<file path="src/rtl/fp_pkg.sv">
// Shared types and bit-pattern helpers for the floating-point adder.
package fp_pkg;

  localparam int EXP_W_DEF = 5;
  localparam int MAN_W_DEF = 10;

  typedef enum logic [1:0] {FP_ZERO, FP_NORM, FP_INF, FP_NAN} fp_class_t;

  // Patterns are built at 64 bits and truncated to DATA_WIDTH by the caller.
  function automatic logic [63:0] fp_qnan(input int ew, input int mw);
    logic [63:0] r;
    r = ((64'd1 << ew) - 64'd1) << mw;
    r = r | (64'd1 << (mw - 1));
    return r;
  endfunction

  function automatic logic [63:0] fp_inf(input logic sign, input int ew, input int mw);
    logic [63:0] r;
    r = ((64'd1 << ew) - 64'd1) << mw;
    r = r | ({63'd0, sign} << (ew + mw));
    return r;
  endfunction

  function automatic logic [63:0] fp_max(input logic sign, input int ew, input int mw);
    logic [63:0] r;
    r = (((64'd1 << ew) - 64'd2) << mw) | ((64'd1 << mw) - 64'd1);
    r = r | ({63'd0, sign} << (ew + mw));
    return r;
  endfunction

endpackage

</file>
<file path="src/rtl/fp_lzc.sv">
// Combinational leading-zero counter; an all-zero input reports W.
module fp_lzc #(
  parameter int W  = 14,
  parameter int CW = $clog2(W + 1)
) (
  input  logic [W-1:0]  value,
  output logic [CW-1:0] count
);

  always_comb begin
    count = CW'(W);
    for (int i = 0; i < W; i++)
      if (value[i]) count = CW'(W - 1 - i);
  end

endmodule

</file>
<file path="src/rtl/fp_add_pipe.sv">
// Four-stage floating-point adder/subtractor (unpack, align, add, normalise/round).
// Define FPADD_RNE_EN for round-to-nearest-even; otherwise truncate and saturate.
module fp_add_pipe import fp_pkg::*; #(
  parameter int EXP_W      = EXP_W_DEF,
  parameter int MAN_W      = MAN_W_DEF,
  parameter int DATA_WIDTH = 1 + EXP_W + MAN_W
) (
  input  logic                  clk,
  input  logic                  reset,
  input  logic                  en,
  input  logic                  in_valid,
  input  logic [DATA_WIDTH-1:0] a,
  input  logic [DATA_WIDTH-1:0] b,
  input  logic                  sub,
  output logic                  out_valid,
  output logic [DATA_WIDTH-1:0] result,
  output logic                  out_overflow,
  output logic                  out_invalid
);

  localparam int STAGES = 4;
  localparam int W      = MAN_W + 4;  // hidden, frac, guard, round, sticky
  localparam int CW     = $clog2(W + 1);
  localparam int EW1    = EXP_W + 1;
  localparam int SW     = (CW > EW1) ? CW : EW1;
  localparam logic [EXP_W-1:0] EMAX = '1;

  function automatic fp_class_t classify(input logic [EXP_W-1:0] e, input logic [MAN_W-1:0] f);
    if (e == '0)   return FP_ZERO;
    if (e == EMAX) return (f == '0) ? FP_INF : FP_NAN;
    return FP_NORM;
  endfunction

  logic [STAGES:1] vld_pipe;

  // ---- stage 1: unpack, classify, resolve specials, swap ----
  logic                  sa, sb, swap, spec, spec_inv;
  logic [DATA_WIDTH-2:0] mag_a, mag_b;
  logic [DATA_WIDTH-1:0] spec_res;
  fp_class_t             ca, cb;

  assign sa    = a[DATA_WIDTH-1];
  assign sb    = b[DATA_WIDTH-1] ^ sub;
  assign ca    = classify(a[DATA_WIDTH-2 -: EXP_W], a[MAN_W-1:0]);
  assign cb    = classify(b[DATA_WIDTH-2 -: EXP_W], b[MAN_W-1:0]);
  assign mag_a = (ca == FP_ZERO) ? '0 : a[DATA_WIDTH-2:0];
  assign mag_b = (cb == FP_ZERO) ? '0 : b[DATA_WIDTH-2:0];
  assign swap  = mag_b > mag_a;

  always_comb begin
    spec     = 1'b1;
    spec_inv = 1'b0;
    spec_res = {sa, mag_a};
    if (ca == FP_NAN || cb == FP_NAN || (ca == FP_INF && cb == FP_INF && sa != sb)) begin
      spec_res = DATA_WIDTH'(fp_qnan(EXP_W, MAN_W));
      spec_inv = 1'b1;
    end
    else if (ca == FP_INF)                    spec_res = DATA_WIDTH'(fp_inf(sa, EXP_W, MAN_W));
    else if (cb == FP_INF)                    spec_res = DATA_WIDTH'(fp_inf(sb, EXP_W, MAN_W));
    else if (ca == FP_ZERO && cb == FP_ZERO)  spec_res = {sa & sb, {(DATA_WIDTH-1){1'b0}}};
    else if (ca == FP_ZERO)                   spec_res = {sb, mag_b};
    else if (cb == FP_ZERO)                   spec_res = {sa, mag_a};
    else                                      spec = 1'b0;
  end

  logic                  s1_bs, s1_ss, s1_spec, s1_inv;
  logic [EXP_W-1:0]      s1_be, s1_se;
  logic [MAN_W:0]        s1_bm, s1_sm;
  logic [DATA_WIDTH-1:0] s1_res;

  // ---- stage 2: align small operand against big exponent ----
  logic [EXP_W-1:0] d;
  logic [W-1:0]     ext, mask, aligned;

  assign d    = s1_be - s1_se;
  assign ext  = {s1_sm, 3'b000};
  assign mask = ~({W{1'b1}} << d);
  assign aligned = (32'(d) >= MAN_W + 3) ? W'(1) : ((ext >> d) | W'(|(ext & mask)));

  logic                  s2_sign, s2_esub, s2_spec, s2_inv;
  logic [EXP_W-1:0]      s2_exp;
  logic [W-1:0]          s2_big, s2_small;
  logic [DATA_WIDTH-1:0] s2_res;

  // ---- stage 3: magnitude add/subtract, carry kept ----
  logic [W:0] sum;
  assign sum = s2_esub ? ({1'b0, s2_big} - {1'b0, s2_small}) : ({1'b0, s2_big} + {1'b0, s2_small});

  logic                  s3_sign, s3_spec, s3_inv;
  logic [EXP_W-1:0]      s3_exp;
  logic [W:0]            s3_sum;
  logic [DATA_WIDTH-1:0] s3_res;

  // ---- stage 4: normalise, round, pack ----
  logic [CW-1:0]    lz;
  logic [SW-1:0]    lz_x, e_lim, sh;
  logic [W-1:0]     m;
  logic [EW1-1:0]   e, e2;
  logic [MAN_W-1:0] fr;
  logic             up, rc, unf, ovf;
  logic [DATA_WIDTH-1:0] res_n;
  logic             ovf_n;

  fp_lzc #(.W(W), .CW(CW)) u_lzc (.value(s3_sum[W-1:0]), .count(lz));

  assign lz_x  = SW'(lz);
  assign e_lim = SW'(s3_exp) - SW'(1);
  assign sh    = (lz_x < e_lim) ? lz_x : e_lim;  // never drop exp below 1

  always_comb begin
    if (s3_sum[W]) begin
      m = {s3_sum[W:2], s3_sum[1] | s3_sum[0]};
      e = EW1'(s3_exp) + EW1'(1);
    end else begin
      m = s3_sum[W-1:0] << sh;
      e = EW1'(s3_exp) - EW1'(sh);
    end
  end

`ifdef FPADD_RNE_EN
  assign up = m[2] & (m[1] | m[0] | m[3]);
`else
  assign up = 1'b0;
`endif

  assign {rc, fr} = {1'b0, m[W-2:3]} + (MAN_W+1)'(up);
  assign e2  = e + EW1'(rc);
  assign unf = ~m[W-1];
  assign ovf = e2 >= EW1'(EMAX);

  always_comb begin
    ovf_n = 1'b0;
    if (unf)
      res_n = {s3_sign, {(DATA_WIDTH-1){1'b0}}};
    else if (ovf) begin
      ovf_n = 1'b1;
`ifdef FPADD_RNE_EN
      res_n = DATA_WIDTH'(fp_inf(s3_sign, EXP_W, MAN_W));
`else
      res_n = DATA_WIDTH'(fp_max(s3_sign, EXP_W, MAN_W));
`endif
    end
    else
      res_n = {s3_sign, e2[EXP_W-1:0], fr};
  end

  // Datapath registers need no reset; only valids and outputs are cleared.
  always_ff @(posedge clk) begin
    if (en) begin
      s1_bs   <= swap ? sb : sa;
      s1_ss   <= swap ? sa : sb;
      s1_be   <= swap ? b[DATA_WIDTH-2 -: EXP_W] : a[DATA_WIDTH-2 -: EXP_W];
      s1_se   <= swap ? a[DATA_WIDTH-2 -: EXP_W] : b[DATA_WIDTH-2 -: EXP_W];
      s1_bm   <= {1'b1, swap ? b[MAN_W-1:0] : a[MAN_W-1:0]};
      s1_sm   <= {1'b1, swap ? a[MAN_W-1:0] : b[MAN_W-1:0]};
      s1_spec <= spec;
      s1_inv  <= spec_inv;
      s1_res  <= spec_res;

      s2_sign  <= s1_bs;
      s2_esub  <= s1_bs ^ s1_ss;
      s2_exp   <= s1_be;
      s2_big   <= {s1_bm, 3'b000};
      s2_small <= aligned;
      s2_spec  <= s1_spec;
      s2_inv   <= s1_inv;
      s2_res   <= s1_res;

      s3_sign <= (sum == '0) ? 1'b0 : s2_sign;
      s3_exp  <= s2_exp;
      s3_sum  <= sum;
      s3_spec <= s2_spec;
      s3_inv  <= s2_inv;
      s3_res  <= s2_res;
    end
  end

  always_ff @(posedge clk) begin
    if (reset) begin
      vld_pipe     <= '0;
      result       <= '0;
      out_overflow <= 1'b0;
      out_invalid  <= 1'b0;
    end else if (en) begin
      vld_pipe <= {vld_pipe[STAGES-1:1], in_valid};
      if (vld_pipe[STAGES-1]) begin
        result       <= s3_spec ? s3_res : res_n;
        out_overflow <= s3_spec ? 1'b0 : ovf_n;
        out_invalid  <= s3_spec & s3_inv;
      end
    end
  end

  assign out_valid = vld_pipe[STAGES];

endmodule

</file>
<file path="config.mk">
export PLATFORM = sky130hd
export DESIGN_NAME = fp_add_pipe
export DESIGN_NICKNAME = d
export VERILOG_FILES = /design/src/rtl/fp_pkg.sv /design/src/rtl/fp_lzc.sv /design/src/rtl/fp_add_pipe.sv
export SDC_FILE = /design/constraint.sdc
export NUM_CORES = 1
export LEC_CHECK = 0
export CORE_ASPECT_RATIO = 1.5
export CORE_MARGIN = 2
export CORE_UTILIZATION = 50
export CTS_CLUSTER_SIZE = 25
export DETAILED_ROUTE_END_ITERATION = 12
export HOLD_SLACK_MARGIN = 0.06
export PLACE_DENSITY = 0.74
export RECOVER_POWER = 50
export REMOVE_ABC_BUFFERS = 1
export SKIP_LAST_GASP = 1
export SLEW_MARGIN = 20
export SYNTH_ARGS = -nofsm -noshare
export SYNTH_HDL_FRONTEND = slang
export SYNTH_SLANG_ARGS = --single-unit
</file>
<file path="constraint.sdc">
create_clock -name clk -period 10.85 [get_ports clk]
set_input_delay 1.6275 -clock clk [delete_from_list [all_inputs] [get_ports clk]]
set_output_delay 1.6275 -clock clk [all_outputs]
set_load 0.005 [all_outputs]
</file>
==> qor.log, run 1 <==
INFO  run_status     run_status=finished, violations left
INFO  run_status     violations=capacitance limit, slew limit
INFO  power_and_ir_drop internal_power=1.37mW
INFO  floorplan      fp-row-count=61
INFO  setup_path     critical_path_arrival=6.62ns
INFO  drt            route.detailed.vias_per_inst=5.86
INFO  clock_network  tritoncts=done
INFO  grt            grt_antenna_before_repair=0
INFO  cells_and_area n_antenna_cell=0
INFO  hold_path      hold_class=register to register
INFO  synthesis      number_of_enable_type_register_cells_in_the_synthesized_netlist=138
INFO  power_and_ir_drop p_total=2.16mW
INFO  setup_path     timing.setup.critical_path_class=input port to register
INFO  sta            finalWorstPathRequiredPeriod=6.32ns
INFO  floorplan      fp.dieArea=20200µm²
INFO  drt            drt-total-wl=22.2mm
INFO  clock_network  tritoncts.num_buffers=17
INFO  floorplan      initial_utilization=0.512
INFO  sta            layout_worst_path_cycle_share=0.582
INFO  clock_network  clock_path_buffers=2
INFO  setup_path     setup_crit_end_kind=register
INFO  power_and_ir_drop cellLeakagePower=4.13nW
INFO  power_and_ir_drop p_seq_frac=0.385
INFO  setup_path     critical_path.reg2reg.endpoint=result[3]
INFO  power_and_ir_drop pwr-share-comb=0.348
INFO  setup_path     critical_path.endpoint=result[2]
INFO  cells_and_area syn_to_final_growth=13.7%
INFO  synthesis      ys_async_sr_fraction=0
INFO  grt            gr-total-overflow=0
INFO  power_and_ir_drop pwr-share-clk=0.268
INFO  sta            finalHoldViolations=0
INFO  clock_network  clk-insertion-delay-late=0.43ns
INFO  cells_and_area fin_nets=1040
INFO  clock_network  clkSinkCount=160
INFO  place          port_buffers=55
INFO  setup_path     cp_data_required_time=11.15ns
INFO  synthesis      synth_cell_types=78
INFO  setup_path     setup.reg_to_reg.worst_slack=5.44ns
INFO  sta            fmax=0.158GHz
INFO  grt            grt_pass1_wl=35.8mm
INFO  synthesis      count_of_state_elements_after_synthesis=160
INFO  floorplan      die_height=173µm
INFO  setup_path     worst_setup_path_start_kind=input port
INFO  synthesis      ys_dominant_reg_cell=sky130_fd_sc_hd__edfxtp_1
INFO  cells_and_area drive_above_1_share=0.106
INFO  cells_and_area postLayoutCellArea=10800µm²
INFO  drt            antenna_violating_nets_post_route=0
INFO  floorplan      design.core.area=18600µm²
INFO  cells_and_area postLayoutCoreUtil=0.582
INFO  place          standard_cell_area_after_detailed_placement=10300µm²
INFO  drt            vias=7123
INFO  sta            worstMarginPinSlew=4.22ns
INFO  flow_run       max_cap_violations=1
INFO  floorplan      i_o_pin_count=56
INFO  hold_path      worst_hold_path.num_cells=0
INFO  synthesis      yosysSeqAreaShare=0.481
INFO  grt            largest_net_degree_at_the_start_of_global_routing=84
INFO  synthesis      post_synth_inst_count=914
INFO  sta            final-max-slew-violation-count=84
INFO  sta            maxSlewHeadroom=-1.81
INFO  drt            firstDrtPassIters=5
INFO  drt            drt_first_iter_violations=482
INFO  drt            avgRoutedWirePerCell=18.3µm
INFO  place          globalplace.congestion=1.01
INFO  hold_path      min-delay-start=s2_exp[3]
INFO  sta            clock_skew=0.0150ns
INFO  setup_path     timing.rr.start=s3_sum[10]
INFO  synthesis      postSynthAreaPerCell=10.4µm²
INFO  sta            grt_setup_unrepaired=no
INFO  clock_network  clock_transition_at_path_regs=0.07ns
INFO  floorplan      floorplan.die.width=117µm
INFO  synthesis      combined_area_of_all_synthesized_cells=9530µm²
INFO  place          pre_cts_ws=4.52ns
INFO  setup_path     cp-startpoint=en
INFO  synthesis      synth_warnings=0
INFO  grt            vias_in_the_first_global_route=6983
INFO  clock_network  root_buffer=sky130_fd_sc_hd__clkbuf_16
INFO  setup_path     critPathMaxFanout=83
INFO  drt            remaining_drc_errors=0
INFO  clock_network  postCtsSetupBuffers=0
INFO  place          place_hpwl=16.8mm
INFO  power_and_ir_drop power.density_cell_area=199nW/µm²
INFO  grt            grt_usage=0.229
INFO  sta            final_setup_viols=0
INFO  setup_path     r2r_cells=21
INFO  power_and_ir_drop vdd.ir_drop.worst=0.0848mV
INFO  clock_network  cts-htree-levels=4
INFO  sta            timing.final.ws_setup=4.53ns
INFO  clock_network  hold_buffers=0
INFO  power_and_ir_drop power_switching_share=0.365
INFO  sta            setup_tns=0ns
INFO  power_and_ir_drop netSwitchingPower=0.789mW
INFO  clock_network  cts_resized=0
## worst max-delay path, cell delays in order
cell,delay (ns)
sky130_fd_sc_hd__clkbuf_1,2.89
sky130_fd_sc_hd__nand2_1,1.16
sky130_fd_sc_hd__a21oi_1,0.67
sky130_fd_sc_hd__o21ai_0,0.16
## routing by layer
layer / share of wire / routed length (µm) / vias up / global-route usage
met3: 0.037 / 828 / 78 / 0.0372
met5: 0 / 0 / - / 0
li1: - / - / 3454 / -
met1: 0.38 / 8370 / 3355 / 0.252
met2: 0.54 / 12000 / 236 / 0.414
met4: 0.046 / 1030 / 0 / 0.116
## registers in the layout, summed over array words and instances (netlist names), 4 cells and up
signal	cells
s1_res	16
s1_be	5
s1_bm	10
s3_res	16
s2_big	10
s3_exp	5
s2_exp	5
vld_pipe	4
s1_se	5
s3_sum	15
result	16
s2_small	14
s1_sm	10
s2_res	16
## cell families (layout without fill, tap and decap cells)
logic type | after synthesis | count (layout) | share of synthesized area
compound gates | 231 | 231 | 0.167
xor+xnor | 26 | 26 | 0.0259
mux | 60 | 60 | 0.0679
fa+ha+maj | 53 | 53 | 0.0719
flops | 160 | 160 | 0.481
simple gates | 284 | 284 | 0.145
buf+inv | 100 | 149 | 0.0421
## through the flow
stage	hold WS, ns	std cells
6_report	0.416	1215
4_1_cts	0.421	1215
5_1_grt	0.426	1215
3_5_place_dp	0.405	1183
2_1_floorplan	0.400	871
3_3_place_gp	0.402	1183
## layout by cell type, fill, tap and decap left out, types with 7 or more instances in the layout
| cell | synthesis | routed |
|---|---|---|
| sky130_fd_sc_hd__a211oi_1 | 20 | 20 |
| sky130_fd_sc_hd__a21o_1 | 13 | 13 |
| sky130_fd_sc_hd__a21oi_1 | 71 | 70 |
| sky130_fd_sc_hd__a31oi_1 | 8 | 8 |
| sky130_fd_sc_hd__and3_1 | 8 | 8 |
| sky130_fd_sc_hd__clkbuf_16 | 0 | 17 |
| sky130_fd_sc_hd__clkdlybuf4s50_1 | 0 | 53 |
| sky130_fd_sc_hd__dfxtp_1 | 22 | 22 |
| sky130_fd_sc_hd__edfxtp_1 | 138 | 138 |
| sky130_fd_sc_hd__ha_1 | 50 | 50 |
| sky130_fd_sc_hd__inv_1 | 57 | 57 |
| sky130_fd_sc_hd__inv_6 | 0 | 7 |
| sky130_fd_sc_hd__mux2_2 | 37 | 37 |
| sky130_fd_sc_hd__mux2i_1 | 23 | 23 |
| sky130_fd_sc_hd__nand2_1 | 81 | 81 |
| sky130_fd_sc_hd__nand2b_1 | 8 | 8 |
| sky130_fd_sc_hd__nand3_1 | 35 | 35 |
| sky130_fd_sc_hd__nor2_1 | 67 | 67 |
| sky130_fd_sc_hd__nor2b_1 | 19 | 19 |
| sky130_fd_sc_hd__nor3_1 | 19 | 19 |
| sky130_fd_sc_hd__nor4_1 | 12 | 12 |
| sky130_fd_sc_hd__o211ai_1 | 8 | 8 |
| sky130_fd_sc_hd__o21ai_0 | 30 | 31 |
| sky130_fd_sc_hd__o21bai_1 | 11 | 11 |
| sky130_fd_sc_hd__xnor2_1 | 19 | 19 |
## synth_stat cells, drive strengths merged, types with 22 or more instances
library cell  number  area share
nand2             82       0.033
nor2              69       0.029
dfxtp             22       0.046
inv               57       0.022
edfxtp           138        0.43
o21ai             35       0.019
mux2i             23       0.024
mux2              37       0.044
nand3             36       0.020
a21oi             72       0.038
a211oi            22       0.018
ha                50       0.066
clkbuf            34       0.013
## worst min path at each step
stage / slack, ns / end
floorplan: 0.40 / s2_big[10]
global placement: 0.40 / s3_inv
detailed placement: 0.40 / s2_res[0]
CTS: 0.42 / s3_exp[3]
global route: 0.43 / s2_res[14]
finish: 0.42 / s3_exp[3]
## power groups by stage
stage	Combinational [mW]	Sequential (mW)	Clock, mW
after floorplan	0.551	0.811	0
after global placement	0.731	0.838	0
after detailed placement	0.738	0.840	0
after CTS	0.744	0.827	0.588
after global routing	0.830	0.838	0.609
final	0.751	0.831	0.578
## area by class of cell
type                    count  area (µm²)
fillers                  1634        7790
flip-flops and latches    160        4580
multi-input cells         654        4550
repair buffers             60         582
clock buffers              17         425
well taps                 252         315
inverters                  57         214
clock inverters            15         166
(Power assumes the default switching activity.)
==> run 2: changes to the inputs <==
PLACE_DENSITY = 0.76   (was 0.74)
clock period = 5.6 ns   (was 10.85 ns; I/O delays follow)
==> run 2 against run 1 <==
The run now ends clean. Utilization up 0.061 points. Combinational power up 100%. Critical path depth up 16. Power up 94%. Clock power up 89%. Hold slack worse by 0.0041 ns. Clock-buffer cell count unchanged. Non-clock buffer count up 2. Sequential share of layout area about the same. Critical path type is now register to register. Critical endpoint is now result[9].
==> qor.log, run 2 (synthesis gave the netlist of run 1 again) <==
INFO  run_status     run_status=complete, no violations
INFO  setup_path     r2r_cells=20
INFO  setup_path     cp-startpoint=s3_sum[10]
INFO  cells_and_area final_cell_mix=sky130_fd_sc_hd__edfxtp_1, sky130_fd_sc_hd__nand2_1, sky130_fd_sc_hd__a21oi_1
INFO  sta            fmax=0.198GHz
INFO  clock_network  clock_transition_at_path_regs=0.07ns
INFO  place          pre_cts_ws=0.497ns
INFO  drt            avgRoutedWirePerCell=19.2µm
INFO  drt            firstDrtPassIters=5
INFO  drt            drt_first_iter_violations=569
INFO  clock_network  tritoncts=done
INFO  hold_path      hold_class=register to register
INFO  sta            setup_tns=0ns
INFO  sta            clock_skew=0.00865ns
INFO  grt            grt_pass1_wl=37.8mm
INFO  floorplan      design.core.area=18600µm²
INFO  setup_path     critical_path_arrival=5.35ns
INFO  cells_and_area layout.cells.non_filler=1217
INFO  floorplan      floorplan.die.width=117µm
INFO  setup_path     critical-path-top-delay-family=compound AO/OA/AOI/OAI gates
INFO  floorplan      initial_utilization=0.512
INFO  clock_network  tritoncts.num_buffers=17
INFO  sta            worstMarginPinSlew=0.973ns
INFO  grt            largest_net_degree_at_the_start_of_global_routing=74
INFO  clock_network  clk-insertion-delay-late=0.43ns
INFO  power_and_ir_drop vdd.ir_drop.worst=0.198mV
INFO  setup_path     critical_path.endpoint=result[9]
INFO  clock_network  clkSinkCount=160
INFO  setup_path     worst_setup_path_start_kind=register
INFO  setup_path     critical-path-max-stage-delay=0.52ns
INFO  power_and_ir_drop power.density_cell_area=387nW/µm²
INFO  cells_and_area fin_nets=1042
INFO  cells_and_area drive_above_1_share=0.110
INFO  setup_path     worstSetupPathDepth=20
INFO  drt            antenna_violating_nets_post_route=0
INFO  drt            drt-total-wl=23.3mm
INFO  floorplan      fp-row-count=61
INFO  sta            layout_worst_path_cycle_share=0.902
INFO  place          numPlacedInstances=1185
INFO  sta            final_setup_viols=0
INFO  setup_path     cp_data_required_time=5.90ns
INFO  setup_path     critical_path.reg2reg.endpoint=result[9]
INFO  sta            maxSlewHeadroom=0.347
INFO  cells_and_area final_common_cell=sky130_fd_sc_hd__edfxtp_1
INFO  floorplan      die_height=173µm
INFO  floorplan      i_o_pin_count=56
INFO  drt            vias=7248
INFO  setup_path     timing.setup.critical_path_class=register to register
INFO  clock_network  hold_buffers=0
INFO  clock_network  cts-htree-levels=4
INFO  floorplan      fp.dieArea=20200µm²
INFO  sta            grt_setup_unrepaired=no
INFO  setup_path     critPathMaxFanout=14
INFO  sta            finalHoldViolations=0
INFO  setup_path     timing.rr.start=s3_sum[10]
INFO  sta            final-max-slew-violation-count=0
INFO  setup_path     setup_crit_end_kind=register
INFO  setup_path     crit_chain=nor4_1 > nand2_1 > inv_1 > ha_1 > a21o_1 > a31oi_1 > a21o_1 > a211o_4 > nor2_1 > or3_1 > inv_1 > ha_1 > a21o_1 > a21oi_1 > o21bai_1 > a21oi_1 > xor2_4 > nand3_4 > nor4_1 > a211oi_1
INFO  setup_path     critPathBufInv=2
INFO  setup_path     critPathMostFrequentCell=sky130_fd_sc_hd__a21o_1
INFO  flow_run       max_cap_violations=0
INFO  grt            vias_in_the_first_global_route=7272
INFO  setup_path     slowest_stage=sky130_fd_sc_hd__edfxtp_1
INFO  drt            remaining_drc_errors=0
INFO  clock_network  root_buffer=sky130_fd_sc_hd__clkbuf_16
INFO  place          port_buffers=55
INFO  grt            gr-total-overflow=0
INFO  drt            route.detailed.vias_per_inst=5.96
INFO  cells_and_area n_antenna_cell=0
INFO  sta            hold_slack=0.412ns
INFO  place          place_hpwl=17.1mm
INFO  cells_and_area syn_to_final_growth=13.8%
INFO  setup_path     setup.reg_to_reg.worst_slack=0.55ns
INFO  sta            timing.final.ws_setup=0.548ns
INFO  power_and_ir_drop cellLeakagePower=4.18nW
INFO  clock_network  clock_path_buffers=2
INFO  sta            finalWorstPathRequiredPeriod=5.05ns
INFO  grt            grt_usage=0.243
INFO  place          globalplace.congestion=0.927
INFO  grt            grt_antenna_before_repair=0
INFO  hold_path      min-delay-start=s1_res[0]
INFO  cells_and_area filler_cell_count=1605
run 2: cell types whose count changed in the layout (fill, tap and decap cells not counted), sizes merged:
cell | before | now
clkdlybuf4s50 | 53 | 34
inv | 65 | 64
clkbuf | 18 | 17
buf | 5 | 8
dlygate4sd3 | 1 | 20
clkinvlp | 0 | 5
clkinv | 7 | 3
run 2: layout make-up:
| type | instances | area [µm²] | share of cell area |
|---|---|---|---|
| flip-flops and latches | 160 | 4580 | 0.423 |
| multi-input cells | 654 | 4560 | 0.420 |
| repair buffers | 62 | 604 | 0.0557 |
| clock buffers | 17 | 425 | 0.0392 |
| well taps | 252 | 315 | 0.0291 |
| inverters | 57 | 214 | 0.0197 |
| clock inverters | 15 | 148 | 0.0136 |
run 2: report_power, final:
group          total (mW)  internal [mW]  switching (mW)
sequential           1.60           1.47           0.126
combinational        1.51          0.596           0.910
clock                1.09          0.589           0.506
total                4.20           2.66            1.54
run 2: routing by layer:
metal | wire length [µm] | GRT usage | vias up
met4 | 948 | 0.118 | 0
met2 | 12900 | 0.438 | 237
met1 | 8560 | 0.269 | 3501
li1 | - | - | 3454
met3 | 927 | 0.0435 | 56
met5 | 0 | 0 | -
run 2: worst min-delay path by stage:
stage                     depth (start not counted)         end  slack (ns)
after global placement                            0   s3_exp[4]        0.40
after global routing                              0   s3_exp[0]        0.43
final                                             0   s2_res[0]        0.41
after detailed placement                          0   s2_res[0]        0.40
after CTS                                         0   s2_res[0]        0.41
after floorplan                                   0  s2_big[10]        0.40
run 2: through the flow:
step            util  area, µm²  power [mW]
2_1_floorplan      -       9340        2.64
3_3_place_gp   0.551      10300        3.07
3_5_place_dp   0.551      10300        3.08
4_1_cts        0.582      10800        4.19
5_1_grt        0.583      10800        4.43
6_report       0.583      10800        4.20
run 2: timing repair:
action | CTS | global route
setup buffers | 0 | 0
gates resized for setup | 0 | 1
setup endpoints to repair | 0 | 3
==> run 3: changes to the inputs <==
PLACE_DENSITY = 0.74   (was 0.76)
clock period = 6.5 ns   (was 5.6 ns; I/O delays follow)
==> run 3 against run 2 <==
The run now ends with capacitance limit, slew limit left. Combinational power down 15%. Register-to-register slack better by 0.75 ns. Global-route usage down 0.44 points. Wire length grew 0.25%. Die area unchanged. Utilization about the same. Clock-buffer cell count did not move. Setup slack better by 0.75 ns. Cell count is essentially flat. Largest cell class unchanged.
==> qor.log, run 3 (synthesis gave the netlist of run 1 again) <==
INFO  run_status     run_status=finished, violations left
INFO  run_status     violations=capacitance limit, slew limit
INFO  setup_path     critPathMaxFanout=12
INFO  drt            firstDrtPassIters=6
INFO  clock_network  tritoncts.num_buffers=17
INFO  clock_network  hold_buffers=0
INFO  power_and_ir_drop p_total=3.66mW
INFO  cells_and_area filler_cell_count=1584
INFO  grt            vias_in_the_first_global_route=7168
INFO  floorplan      die_height=173µm
INFO  clock_network  cts-htree-levels=4
INFO  drt            drt_first_iter_violations=496
INFO  power_and_ir_drop vdd.ir_drop.worst=0.195mV
INFO  clock_network  clock_transition_at_path_regs=0.08ns
INFO  sta            final-max-slew-violation-count=147
INFO  sta            grt_setup_unrepaired=no
INFO  sta            fmax=0.192GHz
INFO  drt            route.detailed.vias_per_inst=6.00
INFO  cells_and_area layout.cells.non_filler=1216
INFO  drt            wl_met1=8.70mm
INFO  floorplan      fp-row-count=61
INFO  cells_and_area syn_to_final_growth=13.9%
INFO  grt            largest_net_degree_at_the_start_of_global_routing=84
INFO  drt            avgRoutedWirePerCell=19.2µm
INFO  drt            routed_wl_met3=787µm
INFO  clock_network  tritoncts=done
INFO  cells_and_area drive_above_1_share=0.108
INFO  cells_and_area postLayoutCellArea=10900µm²
INFO  sta            maxSlewHeadroom=-1.15
INFO  setup_path     setup.reg_to_reg.worst_slack=1.30ns
INFO  grt            gr-total-overflow=0
INFO  place          place_hpwl=17.4mm
INFO  setup_path     cp_data_required_time=6.78ns
INFO  floorplan      design.core.area=18600µm²
INFO  place          globalplace.congestion=0.958
INFO  cells_and_area multi_input_comb_area=4550µm²
INFO  place          pre_cts_ws=1.39ns
INFO  floorplan      floorplan.die.width=117µm
INFO  grt            grt_antenna_before_repair=0
INFO  hold_path      hold_class=register to register
INFO  cells_and_area n_antenna_cell=0
INFO  cells_and_area final_common_cell=sky130_fd_sc_hd__edfxtp_1
INFO  drt            remaining_drc_errors=0
INFO  sta            hold_slack=0.421ns
INFO  cells_and_area fin_nets=1041
INFO  place          port_buffers=55
INFO  drt            drt-total-wl=23.4mm
INFO  drt            vias=7299
INFO  grt            grt_usage=0.239
INFO  flow_run       max_cap_violations=2
INFO  clock_network  root_buffer=sky130_fd_sc_hd__clkbuf_16
INFO  sta            finalWorstPathRequiredPeriod=5.20ns
INFO  sta            layout_worst_path_cycle_share=0.801
INFO  grt            grt_pass1_wl=37.0mm
INFO  sta            worstMarginPinSlew=3.22ns
INFO  cells_and_area area_of_all_sequential_standard_cells=4580µm²
INFO  place          numPlacedInstances=1184
INFO  cells_and_area postLayoutCoreUtil=0.583
INFO  sta            setup_tns=0ns
INFO  sta            final_setup_viols=0
INFO  sta            clock_skew=0.0160ns
INFO  setup_path     worst_setup_path_start_kind=register
INFO  floorplan      i_o_pin_count=56
INFO  place          standard_cell_area_after_detailed_placement=10300µm²
INFO  drt            wl_met2=12.4mm
INFO  floorplan      fp.dieArea=20200µm²
INFO  clock_network  clock_path_buffers=2
INFO  clock_network  clk-insertion-delay-late=0.43ns
INFO  cells_and_area final_cell_mix=sky130_fd_sc_hd__edfxtp_1, sky130_fd_sc_hd__nand2_1, sky130_fd_sc_hd__a21oi_1
INFO  clock_network  clkSinkCount=160
INFO  drt            antenna_violating_nets_post_route=0
INFO  setup_path     timing.setup.critical_path_class=register to register
INFO  sta            timing.final.ws_setup=1.30ns
INFO  setup_path     setup_crit_end_kind=register
INFO  clock_network  cts_resized=0
INFO  clock_network  postCtsSetupBuffers=0
INFO  drt            topRoutingLayerUsed=met4
INFO  power_and_ir_drop power.density_cell_area=337nW/µm²
INFO  sta            finalHoldViolations=0
INFO  setup_path     critical_path_arrival=5.48ns
INFO  power_and_ir_drop cellLeakagePower=4.20nW
INFO  floorplan      initial_utilization=0.512
[run 3: cell types whose count changed in the layout (fill, tap and decap cells not counted), sizes merged]
| cell | previous run | this run |
|---|---|---|
| buf | 8 | 5 |
| clkbuf | 17 | 19 |
| clkinv | 3 | 5 |
| clkinvlp | 5 | 2 |
| inv | 64 | 65 |
[run 3: layer usage]
metal,up-vias,global-route usage
met2,234,0.426
li1,3459,-
met5,-,0
met4,0,0.143
met1,3525,0.260
met3,81,0.0354
[run 3: final cells by class]
class	count	area share
Clock buffer	17	0.0392
Clock inverter	15	0.0165
Inverter	57	0.0197
Multi-Input combinational cell	654	0.419
Sequential cell	160	0.422
Tap cell	252	0.0290
Timing Repair Buffer	61	0.0541
[run 3: power breakdown]
group          total (mW)  switching, mW  internal, mW
Sequential           1.38          0.107          1.27
Combinational        1.28          0.777         0.504
Clock                1.00          0.480         0.523
Total                3.66           1.37          2.30
[run 3: worst paths after layout]
| path | from | endpoint | cells past startpoint |
|---|---|---|---|
| max | s3_sum[10] | result[8] | 21 |
| min | s2_res[2] | s3_res[2] | 0 |
| max reg2reg | s3_sum[10] | result[8] | 21 |
| min reg2reg | s2_res[2] | s3_res[2] | 0 |
[run 3: critical path, cell delays in order, from the launching register on]
cell and delay, ns:
sky130_fd_sc_hd__edfxtp_1 0.51, sky130_fd_sc_hd__nor4_1 0.46, sky130_fd_sc_hd__nand2_1 0.10, sky130_fd_sc_hd__inv_1 0.13, sky130_fd_sc_hd__ha_1 0.28, sky130_fd_sc_hd__a21o_1 0.20
sky130_fd_sc_hd__a31oi_1 0.26, sky130_fd_sc_hd__a21o_1 0.32, sky130_fd_sc_hd__a211oi_2 0.11, sky130_fd_sc_hd__buf_4 0.20, sky130_fd_sc_hd__nor2_1 0.31, sky130_fd_sc_hd__or3_1 0.22
sky130_fd_sc_hd__inv_1 0.06, sky130_fd_sc_hd__ha_1 0.26, sky130_fd_sc_hd__a21o_1 0.15, sky130_fd_sc_hd__a21oi_1 0.22, sky130_fd_sc_hd__o21bai_1 0.10, sky130_fd_sc_hd__a21oi_1 0.33
sky130_fd_sc_hd__xor2_4 0.31, sky130_fd_sc_hd__nand2_2 0.14, sky130_fd_sc_hd__nor4_1 0.31, sky130_fd_sc_hd__nor4_1 0.08
